--- config.mk ---
export PLATFORM = sky130hd
export DESIGN_NAME = delay_line_arbiter
export DESIGN_NICKNAME = d
export VERILOG_FILES = /design/src/rtl/delay_arb_pkg.sv /design/src/rtl/rr_arbiter.sv /design/src/rtl/delay_line_arbiter.sv
export SDC_FILE = /design/constraint.sdc
export NUM_CORES = 1
export LEC_CHECK = 0
export CAP_MARGIN = 20
export CORE_MARGIN = 1.5
export CORE_UTILIZATION = 50
export CTS_CLUSTER_DIAMETER = 50
export DETAILED_ROUTE_END_ITERATION = 12
export GPL_ROUTABILITY_DRIVEN = 0
export PLACE_DENSITY = 0.81
export REMOVE_ABC_BUFFERS = 1
export SYNTH_ARGS = -nofsm -noshare
export SYNTH_HDL_FRONTEND = slang
export SYNTH_SLANG_ARGS = --single-unit
--- constraint.sdc ---
create_clock -name clk -period 3.2 [get_ports clk]
set_clock_uncertainty 0.2 [all_clocks]
set_input_delay 0.8 -clock clk [delete_from_list [all_inputs] [get_ports clk]]
set_output_delay 0.8 -clock clk [all_outputs]
set_load 0.02 [all_outputs]
--- src/rtl/delay_arb_pkg.sv ---
// Shared constants, index-width helper and tag record for delay_line_arbiter.
package delay_arb_pkg;

    localparam int DEFAULT_NUM_REQ = 4;
    localparam int DEFAULT_DELAY   = 3;

    function automatic int idx_width(input int n);
        return (n <= 2) ? 1 : $clog2(n);
    endfunction

    // Sized for the largest supported requester count so one record type fits every build.
    localparam int TAG_IDX_W = idx_width(8);

    typedef struct packed {
        logic                 valid;
        logic [TAG_IDX_W-1:0] idx;
    } tag_t;

endpackage

--- src/rtl/rr_arbiter.sv ---
// Single-grant arbiter: round-robin by default, fixed lowest-index priority
// when DELAY_ARB_FIXED_PRI_EN is defined.
module rr_arbiter
    import delay_arb_pkg::*;
#(
    parameter int NUM_REQ = DEFAULT_NUM_REQ,
    parameter int IDX_W   = idx_width(NUM_REQ)
) (
    input  logic               clk,
    input  logic               rst_n,
    input  logic [NUM_REQ-1:0] req,
    output logic [IDX_W-1:0]   grant_idx,
    output logic               grant_vld
);

`ifdef DELAY_ARB_FIXED_PRI_EN

    always_comb begin
        grant_idx = '0;
        grant_vld = 1'b0;
        for (int i = NUM_REQ - 1; i >= 0; i--) begin
            if (req[i]) begin
                grant_idx = IDX_W'(i);
                grant_vld = 1'b1;
            end
        end
    end

`else

    logic [IDX_W-1:0] ptr_q, ptr_d;

    // Scan upward from the pointer, wrapping at NUM_REQ rather than 2**IDX_W.
    always_comb begin
        logic [IDX_W-1:0] cand;
        int               c;
        grant_idx = '0;
        grant_vld = 1'b0;
        cand      = '0;
        c         = 0;
        for (int off = 0; off < NUM_REQ; off++) begin
            c = int'(ptr_q) + off;
            if (c >= NUM_REQ) c = c - NUM_REQ;
            cand = IDX_W'(c);
            if (!grant_vld && req[cand]) begin
                grant_vld = 1'b1;
                grant_idx = cand;
            end
        end
    end

    always_comb begin
        ptr_d = ptr_q;
        if (grant_vld) begin
            ptr_d = (grant_idx == IDX_W'(NUM_REQ - 1)) ? '0 : grant_idx + 1'b1;
        end
    end

    always_ff @(posedge clk or negedge rst_n) begin
        if (!rst_n) ptr_q <= '0;
        else        ptr_q <= ptr_d;
    end

`endif

endmodule

--- src/rtl/delay_line_arbiter.sv ---
// Time-shares one external fixed-latency delay unit among NUM_REQ requesters,
// tagging each bit so it returns to its owner. Build option: DELAY_ARB_FIXED_PRI_EN.
module delay_line_arbiter
    import delay_arb_pkg::*;
#(
    parameter int NUM_REQ = DEFAULT_NUM_REQ,
    parameter int DELAY   = DEFAULT_DELAY,
    parameter int IDX_W   = idx_width(NUM_REQ)
) (
    input  logic               clk,
    input  logic               rst_n,
    input  logic [NUM_REQ-1:0] req,
    input  logic [NUM_REQ-1:0] d_in,
    output logic [NUM_REQ-1:0] grant,
    output logic               line_d,
    input  logic               line_q,
    output logic [NUM_REQ-1:0] out_valid,
    output logic [NUM_REQ-1:0] out_d,
    output logic               busy
);

    localparam logic [NUM_REQ-1:0] ONE = NUM_REQ'(1);

    logic [IDX_W-1:0]   arb_idx;
    logic               arb_vld;

    logic [NUM_REQ-1:0] grant_q, grant_d;
    logic               line_d_q, line_d_d;
    tag_t               issue_q, issue_d;
    tag_t               tag_q [DELAY];
    tag_t               tail;
    logic [NUM_REQ-1:0] out_valid_q, out_valid_d;
    logic [NUM_REQ-1:0] out_d_q, out_d_d;
    logic               busy_q, busy_d;

    rr_arbiter #(
        .NUM_REQ (NUM_REQ),
        .IDX_W   (IDX_W)
    ) u_arb (
        .clk       (clk),
        .rst_n     (rst_n),
        .req       (req),
        .grant_idx (arb_idx),
        .grant_vld (arb_vld)
    );

    // issue_q travels with line_d; tag_q[k] then tracks the external shift
    // register, so the last stage is valid exactly when line_q carries that bit.
    always_comb begin
        grant_d  = arb_vld ? (ONE << arb_idx) : '0;
        line_d_d = arb_vld & d_in[arb_idx];
        issue_d  = '0;
        if (arb_vld) begin
            issue_d.valid = 1'b1;
            issue_d.idx   = TAG_IDX_W'(arb_idx);
        end

        tail        = tag_q[DELAY-1];
        out_valid_d = tail.valid ? (ONE << tail.idx) : '0;
        out_d_d     = line_q ? out_valid_d : '0;

        busy_d = issue_q.valid;
        for (int s = 0; s < DELAY - 1; s++) begin
            busy_d = busy_d | tag_q[s].valid;
        end
    end

    always_ff @(posedge clk or negedge rst_n) begin
        if (!rst_n) begin
            grant_q     <= '0;
            line_d_q    <= 1'b0;
            issue_q     <= '0;
            out_valid_q <= '0;
            out_d_q     <= '0;
            busy_q      <= 1'b0;
            for (int s = 0; s < DELAY; s++) tag_q[s] <= '0;
        end else begin
            grant_q     <= grant_d;
            line_d_q    <= line_d_d;
            issue_q     <= issue_d;
            out_valid_q <= out_valid_d;
            out_d_q     <= out_d_d;
            busy_q      <= busy_d;
            tag_q[0]    <= issue_q;
            for (int s = 1; s < DELAY; s++) tag_q[s] <= tag_q[s-1];
        end
    end

    assign grant     = grant_q;
    assign line_d    = line_d_q;
    assign out_valid = out_valid_q;
    assign out_d     = out_d_q;
    assign busy      = busy_q;

endmodule

# After elaboration in Yosys (flattened, before gate mapping)
# Index checks and enable logic that the tools add are counted.
op_classes:
  addsub: 8
  n_lt_le_gt_ge: 9
  n_eq_ne: 1
  shift: 2
  mux: 27
  bitwise_logic: 3
  n_reduce_logical: 6
ops:
  columns: ["operator", "count"]
  rows:
  - ["$mux W2", 9]
  - ["$mux W4", 4]
  - ["$lt A2 B3 Y1 const B", 5]
  - ["$bmux W1 S2", 5]
  - ["$ge A3 B3 Y1 const B", 3]
  - ["$mux W1", 9]
  - ["$sub A2 B1 Y2 const B", 4]
  - ["$add A2 B2 Y3 const B", 2]
  - ["$shl A1 B2 Y4 const A", 1]
  - ["$shl A1 B3 Y4 const A", 1]
  - ["$add A2 B1 Y3 const B", 1]
  - ["$ge A2 B3 Y1 const B", 1]
  - ["$logic_and A1 B1 Y1", 3]
  - ["$logic_not A1 Y1", 3]
  - ["$add A2 B1 Y2 const B", 1]
  - ["$eq A2 B2 Y1 const B", 1]
  - ["$or A1 B1 Y1", 2]
  - ["$and A1 B1 Y1", 1]
word_totals:
  regBits: 32
  in_bits: 11
  elab_cells: 70

# Longest topological paths before layout
# Gate-level depths: netlist of run 1.
logic_depth:
  ltp_word: 17
  mapped_depth: 7

# Modules after synthesis
# A second synthesis of run 1 with hierarchy kept.
hier_totals:
  cells_unflattened: 65
  area_unflattened_um2: 954.7
modules_own_cells:
  columns: ["module", "instances", "cells_per_inst", "area_per_inst_um2"]
  rows:
  - ["delay_line_arbiter", 1, 45, 795.8]
  - ["rr_arbiter", 1, 20, 158.9]

# Worst setup path before layout of run 1
# OpenSTA, ideal clock, no wires.
synth_path:
  kind: "input-to-reg"
  startpoint: "input req[3]"
  endpoint: "register u_arb.ptr_q[1]"
  setup_ns: 0.127
  t_arrival_ns: 1.751
  t_required_ns: 2.873
  path_slack_ns: 1.122
  stages: 6
  n_path_buf: 0
  cell_sequence: "a21boi_0 o211ai_1 inv_1 ha_1 nand2_1 o21ai_0"
synth_via:
  elab_chain_cells: 14
  word_cells_on_any_way: 25
  cone_classes: "1 x add/sub; 1 x eq/ne; 17 x mux; 6 x reduce/logical"
synth_lines:
  columns: ["element", "line", "text"]
  rows:
  - ["from (decl)", "delay_line_arbiter.sv:12", "input logic [NUM_REQ-1:0] req,"]
  - ["$bmux W1 S2", "rr_arbiter.sv:45", "if (!grant_vld && req[cand]) begin"]
  - ["$mux W1 (implied by the code)", "rr_arbiter.sv:45", null]
  - ["$mux W1", "rr_arbiter.sv:45", null]
  - ["$logic_not A1 Y1", "rr_arbiter.sv:45", null]
  - ["$logic_and A1 B1 Y1", "rr_arbiter.sv:45", null]
  - ["$mux W1", "rr_arbiter.sv:45", null]
  - ["$logic_not A1 Y1", "rr_arbiter.sv:45", null]
  - ["$logic_and A1 B1 Y1", "rr_arbiter.sv:45", null]
  - ["$mux W1", "rr_arbiter.sv:45", null]
  - ["$logic_not A1 Y1", "rr_arbiter.sv:45", null]
  - ["$logic_and A1 B1 Y1", "rr_arbiter.sv:45", null]
  - ["$mux W2", "rr_arbiter.sv:45", null]
  - ["$add A2 B1 Y2 or $eq A2 B2 Y1 (tied branches)", "rr_arbiter.sv:55", "ptr_d = (grant_idx == IDX_W'(NUM_REQ - 1)) ? '0 : grant_idx + 1'b1;"]
  - ["$mux W2", "rr_arbiter.sv:55", null]
  - ["to (signal assigned)", "rr_arbiter.sv:61", "else ptr_q <= ptr_d;"]
  - ["to (decl)", "rr_arbiter.sv:31", "logic [IDX_W-1:0] ptr_q, ptr_d;"]
# Several ways; a longest one is shown, not always the timed one. The select of a mux whose other input is x is not followed.
# A chain may end at the register's enable or synchronous reset.

# Worst setup path in the final report of run 1
# Same ends and word-level chain as after synthesis.

==> qor.yml, run 1 <==
status:
  status: "completed"
place:
  dp_hpwl_mm: 1.042
  dp_slack_ps: 456.5
  dp_cells: 126
  io_buffers: 24
hold_path:
  hold_class: "reg -> reg"
yosys:
  yosys.area.top_type_share_pct: 71.25
  netlist_area_um2: 983.4
  synth-seq-cells: 28
  synthTopCellsByCount: "dfrtp_1, nor2_1, nand2_1, inv_1"
  ys_types: 19
  yosys_warnings: 0
  async_flop_share_pct: 100.0
  syn_inst: 76
  synthTopCellsByArea: "dfrtp_1, ha_1, nor2_1"
  yosysMostFrequentCell: "dfrtp_1"
  syn_area_per_cell_um2: 12.94
  ys.flop_type: "dfrtp_1"
  yosysSeqAreaShare_pct: 71.25
  synth-edff-count: 0
  synth_top_area_cell: "dfrtp_1"
timing:
  rsz0062_at_grt: "false"
  setup_slack_ps: 802.5
  timing.final.max_slew_violations: 0
  fin_setup_tns_ps: 0
  tightest_slew_ps: 454.2
  fmaxAchievable_ghz: 0.4171
  slew_headroom_pct: 69.58
  timing.final.crit_period_ps: 2398
  finalCritPeriodShare_pct: 74.92
  whs_ps: 163.6
  setup_violations: 0
  hold_viol_final: 0
die:
  coreArea_um2: 1783
  fp-row-count: 15
  die-area_um2: 2242
  die_y_um: 47.35
  ios: 25
  die_w_um: 47.35
  start_util_pct: 55.16
clock_network:
  post_cts_buffers: 0
  cts_buffer_depth: 2
  cts_made_buffers: 3
  cts_htree_levels: 1
  clk_pin_slew_ps: 130
  cts_resized: 0
  insertion_delay_ps: 310
  clock_sinks: 28
  ctsHoldBuffers: 0
  cts-root-buf: "clkbuf_4"
  tritoncts: "done"
global_route:
  overflow: 0
  grt_max_degree: 29
  grt_pass1_vias: 541
  grt_pass1_wl_mm: 2.187
  grt_antenna_before_repair: 0
  grt_usage_pct: 14.70
finish:
  area_growth_syn_to_layout_pct: 32.06
  final_util_pct: 72.84
  diodes: 0
  nNetsFinal: 121
  drive_gt1_share_pct: 7.619
  fin_cells: 130
  fill_cells: 134
setup_path:
  crit_type: "in -> reg"
  crit_path_max_fanout: 6
  critPathArrivalTime_ps: 2400
  worstPathRequired_ps: 3200
  worstSetupStartpointType: "input port"
  rrSetupSlack_ps: 1300
  end_kind: "register"
drt:
  wl_met1_um: 566
  drc: 0
  met3_length_um: 70
  top_layer_used: "met4"
  vias: 625
  avgViaCountPerCell: 4.808
  wl_met2_um: 698
  first_iter_violations: 6
  wire_per_inst_um: 10.55
  wl_mm: 1.372
  drtAntennaViolNets: 0
  first_pass_iters: 4
pwr:
  irDropWorstVdd_v: 0.0003960
  leakage_nw: 0.6065
  p_per_area_nw_per_um2: 775.6
run:
  cap_violations: 0
worst paths after layout:
| kind | start | endpoint | cells past startpoint |
|---|---|---|---|
| min | issue_q[0]$_DFF_PN0_ | tag_q[8]$_DFF_PN0_ | 0 |
| min reg2reg | issue_q[0]$_DFF_PN0_ | tag_q[8]$_DFF_PN0_ | 0 |
| min in group asynchronous | rst_n | tag_q[0]$_DFF_PN0_ | 2 |
| max reg2reg | u_arb.ptr_q[1]$_DFFE_PN0P_ | u_arb.ptr_q[1]$_DFFE_PN0P_ | 7 |
| max in group asynchronous | rst_n | line_d$_DFF_PN0_ | 2 |
| max | req[3] | u_arb.ptr_q[1]$_DFFE_PN0P_ | 7 |
critical path: stages:
cell and delay, ps:
clkdlybuf4s50_1 470, a21boi_0 150, o211ai_1 400, inv_1 140, ha_1 310, nand2_1 60
o21ai_0 80
power by group:
group	switching, W	total (W)	leakage (nW)	internal, W
sequential	0.0000419	0.000498	0.334	0.000456
combinational	0.000185	0.000348	0.251	0.000163
clock	0.0000913	0.000161	0.0210	0.0000695
metal layers:
layer | vias up | GRT usage [%]
met1 | 296 | 16.20
met4 | 0 | 10.56
met2 | 23 | 23.78
li1 | 302 | -
met5 | - | 0
met3 | 4 | 4.615
final cells by class:
cell class	instances	area (um^2)	share of cell area (%)
clock buffer	4	36.28	2.794
timing repair buffer	25	247.7	19.08
sequential	28	700.7	53.95
multi-input combinational	42	260.3	20.04
inverter	6	22.52	1.734
tap	25	31.28	2.408
kinds of logic (layout without fill, tap and decap cells):
group	count (synthesis)	count (layout)	share of synthesized area [%]
AND/OR/NAND/NOR	29	29	13.36
flip-flops	28	28	71.25
AO/OA/AOI/OAI	7	7	5.980
buffers and inverters	6	35	2.290
adder cells (fa/ha/maj)	4	4	5.089
multiplexers	2	2	2.036
through the flow:
stage               total power (W)  instance area, um^2
finish                     0.001007                 1299
global route               0.001075                 1299
CTS                        0.001019                 1299
detailed placement        0.0008612                 1262
global placement          0.0008487                 1262
floorplan                 0.0006976                983.4
registers in the layout, indices dropped and copies added, names as in the netlist:
register,count
issue_q,3
out_valid,4
line_d,1
grant,4
busy,1
u_arb.ptr_q,2
out_d,4
tag_q,9
cells in the final DEF, fill, tap and decap left out:
cell type	netlist	final
buf_4	0	1
o21ai_0	2	2
o211ai_2	1	1
nand2_1	7	7
o22ai_1	1	1
nand2b_1	1	1
clkbuf_4	0	3
clkbuf_8	0	1
or3_1	1	1
clkdlybuf4s50_1	0	24
a221oi_2	1	1
o211ai_1	1	1
a21boi_0	1	1
inv_1	5	5
and2_1	4	4
nor2_1	13	13
inv_2	1	1
nand3_1	1	1
dfrtp_1	28	28
nand3b_1	1	1
ha_1	4	4
nor2b_1	1	1
mux2i_1	2	2
Power figures use the tool's default switching activity.
==> run 2: changes to the inputs <==
--- a/config.mk
+++ b/config.mk
@@ -7,11 +7,11 @@
 export LEC_CHECK = 0
 export CAP_MARGIN = 20
 export CORE_MARGIN = 1.5
-export CORE_UTILIZATION = 50
+export CORE_UTILIZATION = 46
 export CTS_CLUSTER_DIAMETER = 50
 export DETAILED_ROUTE_END_ITERATION = 12
 export GPL_ROUTABILITY_DRIVEN = 0
-export PLACE_DENSITY = 0.81
+export PLACE_DENSITY = 0.76
 export REMOVE_ABC_BUFFERS = 1
 export SYNTH_ARGS = -nofsm -noshare
 export SYNTH_HDL_FRONTEND = slang
==> constraint.sdc (replaced) <==
create_clock -name clk -period 2.5 [get_ports clk]
set_clock_uncertainty 0.2 [all_clocks]
set_input_delay 0.625 -clock clk [delete_from_list [all_inputs] [get_ports clk]]
set_output_delay 0.625 -clock clk [all_outputs]
set_load 0.02 [all_outputs]
==> run 2 against run 1 <==
  * Largest cell class unchanged
  * Worst hold slack better by 1.6 ps
  * Sequential power grew 28%
  * Die area increased by 8.1%
  * Non-clock buffer count is 1 higher
  * First-iteration DRC count shrank 50%
  * Sequential share of layout area down 1.1 points
  * Global-route usage down 0.40 points
  * Largest power group unchanged
  * Via count decreased by 2.2%
  * Routed wire length increased by 5.4%
  * Sequential cell count stayed put
  * Clock power is 75% higher
==> qor.yml, run 2 (synthesized netlist as in run 1, its figures left out) <==
setup_path:
  worstSetupStartpointType: "input port"
  critPathArrivalTime_ps: 2120
  max_stage_delay_ps: 530
  r2r_cells: 7
  timing.rr.end: "u_arb.ptr_q[1]$_DFFE_PN0P_"
  path_buf_inv: 2
  r2r_start: "u_arb.ptr_q[1]$_DFFE_PN0P_"
  crit_family: "buffers and inverters"
  crit_type: "in -> reg"
  rrSetupSlack_ps: 710
  critPathSlowestCell: "clkdlybuf4s50_1"
  crit_path_max_fanout: 6
  end_kind: "register"
  path_cells: "clkdlybuf4s50_1 > nor2_1 > a221oi_2 > o211ai_2 > inv_1 > ha_1 > nand2_1 > o21ai_0"
  worstPathRequired_ps: 2500
timing:
  fin_setup_tns_ps: 0
  hold_viol_final: 0
  timing.final.crit_period_ps: 2121
  finalCritPeriodShare_pct: 84.82
  rsz0062_at_grt: "false"
  timing.final.max_slew_violations: 0
  setup_violations: 0
  slew_headroom_pct: 77.22
  fmaxAchievable_ghz: 0.4716
  tightest_slew_ps: 340.7
drt:
  vias: 611
  drtAntennaViolNets: 0
  wire_per_inst_um: 10.87
  avgViaCountPerCell: 4.594
  first_pass_iters: 3
  wl_mm: 1.446
  drc: 0
  first_iter_violations: 3
finish:
  final_common_cell: "dfrtp_1"
  nNetsFinal: 122
  diodes: 0
  fill_cells: 154
  layout_common_cells: "dfrtp_1, clkdlybuf4s50_1, nor2_1"
  final_util_pct: 66.86
  largest_register_ffs: 9
  final_cell_area_um2: 1325
  area_growth_syn_to_layout_pct: 34.73
  fin_cells: 133
  largest_register: "tag_q"
  drive_gt1_share_pct: 8.491
pwr:
  p_sw_w: 0.0004138
  p_seq_share_pct: 46.3
  combPwrFrac_pct: 33.3
  p_per_area_nw_per_um2: 1039
  p_int_w: 0.0009623
  irDropWorstVdd_v: 0.0005110
  power_frac_clock_pct: 20.4
  switching_share_pct: 30.07
  leakage_nw: 0.6182
run:
  cap_violations: 0
place:
  dp_cells: 129
  io_buffers: 24
  dp_hpwl_mm: 1.082
  placed_area_um2: 1272
global_route:
  grt_pass1_vias: 611
  grt_usage_pct: 14.30
  grt_pass1_wl_mm: 2.594
  grt_antenna_before_repair: 0
  overflow: 0
  grt_max_degree: 29
die:
  start_util_pct: 49.62
  die_y_um: 49.24
  die_w_um: 49.24
  die-area_um2: 2424
  fp-row-count: 16
  coreArea_um2: 1982
  ios: 25
clock_network:
  insertion_delay_ps: 310
  clk_pin_slew_ps: 140
  cts_buffer_depth: 2
  cts_htree_levels: 1
  ctsHoldBuffers: 0
  cts-root-buf: "clkbuf_4"
  cts_resized: 0
  post_cts_buffers: 0
  clock_sinks: 28
  cts_made_buffers: 3
  tritoncts: "done"
hold_path:
  hold_depth: 0
  holdPathEnd: "tag_q[8]$_DFF_PN0_"
  hold_class: "reg -> reg"
  min_from: "issue_q[0]$_DFF_PN0_"
status:
  status: "completed"
==> run 2: stage by stage <==
step | hold WS [ps] | power, W | setup slack, ps
final | 165.1 | 0.001376 | 379.4
after global routing | 176.7 | 0.001462 | 291.9
after CTS | 166.3 | 0.001396 | 376.9
after detailed placement | 135.6 | 0.001112 | 28.23
after global placement | 133.2 | 0.001090 | 85.48
after floorplan | 129.4 | 0.0008929 | 596.7
==> run 2: metal layers <==
layer / routed length (um) / GRT usage, %
met1: 599 / 17.43
met2: 752 / 24.55
met3: 82 / 3.067
met4: 12 / 5.714
met5: 0 / 0
==> run 2: how the worst max path moves through the flow <==
stage,start,end,cells after the start
after floorplan,req[3],u_arb.ptr_q[1]$_DFFE_PN0P_,6
after global placement,req[3],u_arb.ptr_q[1]$_DFFE_PN0P_,8
after detailed placement,req[3],u_arb.ptr_q[1]$_DFFE_PN0P_,8
after CTS,grant[2]$_DFF_PN0_,grant[2],1
after global routing,req[3],u_arb.ptr_q[1]$_DFFE_PN0P_,8
final,req[3],u_arb.ptr_q[1]$_DFFE_PN0P_,8
==> run 2: final cells by class <==
type	instances	area (um^2)	area share [%]
multi-input combinational	42	260.3	19.64
timing repair buffer	26	255.2	19.26
tap	27	33.78	2.550
sequential	28	700.7	52.88
clock inverter	1	30.03	2.266
clock buffer	3	22.52	1.700
inverter	6	22.52	1.700
==> run 2: power groups by stage <==
stage,clock network (W),registers [W],logic [W]
after global placement,0,0.000642,0.000448
after detailed placement,0,0.000649,0.000463
final,0.000281,0.000637,0.000458
after global routing,0.000309,0.000654,0.000500
after CTS,0.000292,0.000639,0.000465
after floorplan,0,0.000729,0.000164
==> run 3: changes to the inputs <==
==> constraint.sdc (replaced) <==
create_clock -name clk -period 2.2 [get_ports clk]
set_clock_uncertainty 0.2 [all_clocks]
set_input_delay 0.55 -clock clk [delete_from_list [all_inputs] [get_ports clk]]
set_output_delay 0.55 -clock clk [all_outputs]
set_load 0.02 [all_outputs]
==> run 3 against run 2 <==
  * First-iteration DRC count grew to 2.7 times the previous value
  * Core utilization is 1.1 points higher
  * Final cell count is 3.8% higher
  * Die area stayed put
  * Non-clock buffer count is 5 higher
  * Sequential share of layout area is 0.84 points lower
  * Power is 11% higher
  * Critical path depth is 7 lower
  * Setup slack worse by 210 ps
  * Via count is 5.4% higher
  * Sequential power is 14% higher
  * Critical endpoint is now grant[2]
  * Largest power group unchanged
==> qor.yml, run 3 (synthesized netlist as in run 1, its figures left out) <==
status:
  status: "completed"
die:
  ios: 25
  die_w_um: 49.24
  coreArea_um2: 1982
  die_y_um: 49.24
  fp-row-count: 16
  start_util_pct: 49.62
  die-area_um2: 2424
setup_path:
  worstSetupStartpointType: "register"
  critPathSlowestCell: "clkdlybuf4s50_1"
  crit_family: "buffers and inverters"
  max_stage_delay_ps: 600
  path_buf_inv: 1
  end_kind: "primary output"
  critPathArrivalTime_ps: 1280
  crit_path_max_fanout: 1
  path_cells: "clkdlybuf4s50_1"
  crit_type: "reg -> out"
  worstPathRequired_ps: 1450
timing:
  timing.final.crit_period_ps: 2031
  slew_headroom_pct: 78.19
  hold_viol_final: 0
  setup_violations: 0
  timing.final.max_slew_violations: 0
  rsz0062_at_grt: "false"
  fmaxAchievable_ghz: 0.4923
  tightest_slew_ps: 327.1
  finalCritPeriodShare_pct: 92.33
finish:
  diodes: 0
  fin_cells: 138
  nNetsFinal: 127
  layout_common_cells: "dfrtp_1, clkdlybuf4s50_1, nor2_1"
  final_cell_area_um2: 1346
  largest_register_ffs: 9
  fill_cells: 144
  largest_register: "tag_q"
  drive_gt1_share_pct: 12.61
  final_common_cell: "dfrtp_1"
  area_growth_syn_to_layout_pct: 36.90
drt:
  first_iter_violations: 8
  wl_mm: 1.448
  avgViaCountPerCell: 4.667
  first_pass_iters: 4
  wire_per_inst_um: 10.49
  drtAntennaViolNets: 0
  drc: 0
  vias: 644
clock_network:
  cts-root-buf: "clkbuf_4"
  cts_resized: 0
  insertion_delay_ps: 320
  cts_htree_levels: 1
  post_cts_buffers: 0
  clock_sinks: 28
  cts_buffer_depth: 2
  clk_pin_slew_ps: 130
  cts_made_buffers: 3
  tritoncts: "done"
  ctsHoldBuffers: 0
global_route:
  grt_pass1_wl_mm: 2.842
  grt_max_degree: 29
  grt_antenna_before_repair: 0
  overflow: 0
  grt_usage_pct: 15.94
  grt_pass1_vias: 721
place:
  dp_cells: 134
  placed_area_um2: 1310
  io_buffers: 24
  dp_hpwl_mm: 1.105
pwr:
  p_per_area_nw_per_um2: 1131
  leakage_nw: 0.6352
  irDropWorstVdd_v: 0.0006146
hold_path:
  hold_class: "reg -> reg"
run:
  cap_violations: 0
==> run 3: changes by cell type in the layout (fill, tap and decap cells not counted) <==
cell / before / now
buf_4: 2 / 7
clkbuf_8: 0 / 1
bufinv_16: 1 / 0
==> run 3: area by class of cell <==
cell class	instances	area [um^2]	area share [%]
Clock buffer	4	36.28	2.695
Timing Repair Buffer	31	292.8	21.75
Sequential cell	28	700.7	52.04
Tap cell	27	33.78	2.509
Multi-Input combinational cell	42	260.3	19.33
Inverter	6	22.52	1.673
==> run 3: per-stage QoR <==
stage | worst slack [ps] | util (%) | hold WS (ps) | TNS [ps] | total power [W]
global placement | -79.82 | 66.10 | 133.4 | -167.8 | 0.001280
global route | 77.77 | 67.93 | 183.3 | 0 | 0.001637
finish | 168.7 | 67.93 | 167.2 | 0 | 0.001523
floorplan | 371.7 | - | 54.41 | 0 | 0.001015
detailed placement | -167.5 | 66.10 | 139.5 | -558.7 | 0.001305
CTS | 151.0 | 67.93 | 171.3 | 0 | 0.001542
==> run 3: path summary, 6_finish.rpt <==
kind / startpoint / to / slack (ps) / cells past startpoint
worst max-delay path: grant[2]$_DFF_PN0_ / grant[2] / 170 / 1
worst min-delay path: tag_q[9]$_DFF_PN0_ / tag_q[5]$_DFF_PN0_ / 170 / 0
worst max register to register: u_arb.ptr_q[1]$_DFFE_PN0P_ / u_arb.ptr_q[1]$_DFFE_PN0P_ / 420 / 7
worst min register to register: tag_q[9]$_DFF_PN0_ / tag_q[5]$_DFF_PN0_ / 170 / 0
max in group asynchronous: rst_n / tag_q[1]$_DFF_PN0_ / 1170 / 2
min in group asynchronous: rst_n / out_valid[1]$_DFF_PN0_ / 390 / 2
==> run 3: per-layer routing <==
metal / global-route usage, % / wire [um]
met3: 2.761 / 70
met1: 17.19 / 597
met2: 28.15 / 739
met5: 0 / 0
met4: 10.95 / 41
==> run 3: power breakdown <==
group	internal, W	switching, W	total [W]	leakage (nW)
logic	0.000280	0.000278	0.000558	0.280
registers	0.000664	0.0000631	0.000727	0.334
clock network	0.000101	0.000136	0.000237	0.0210
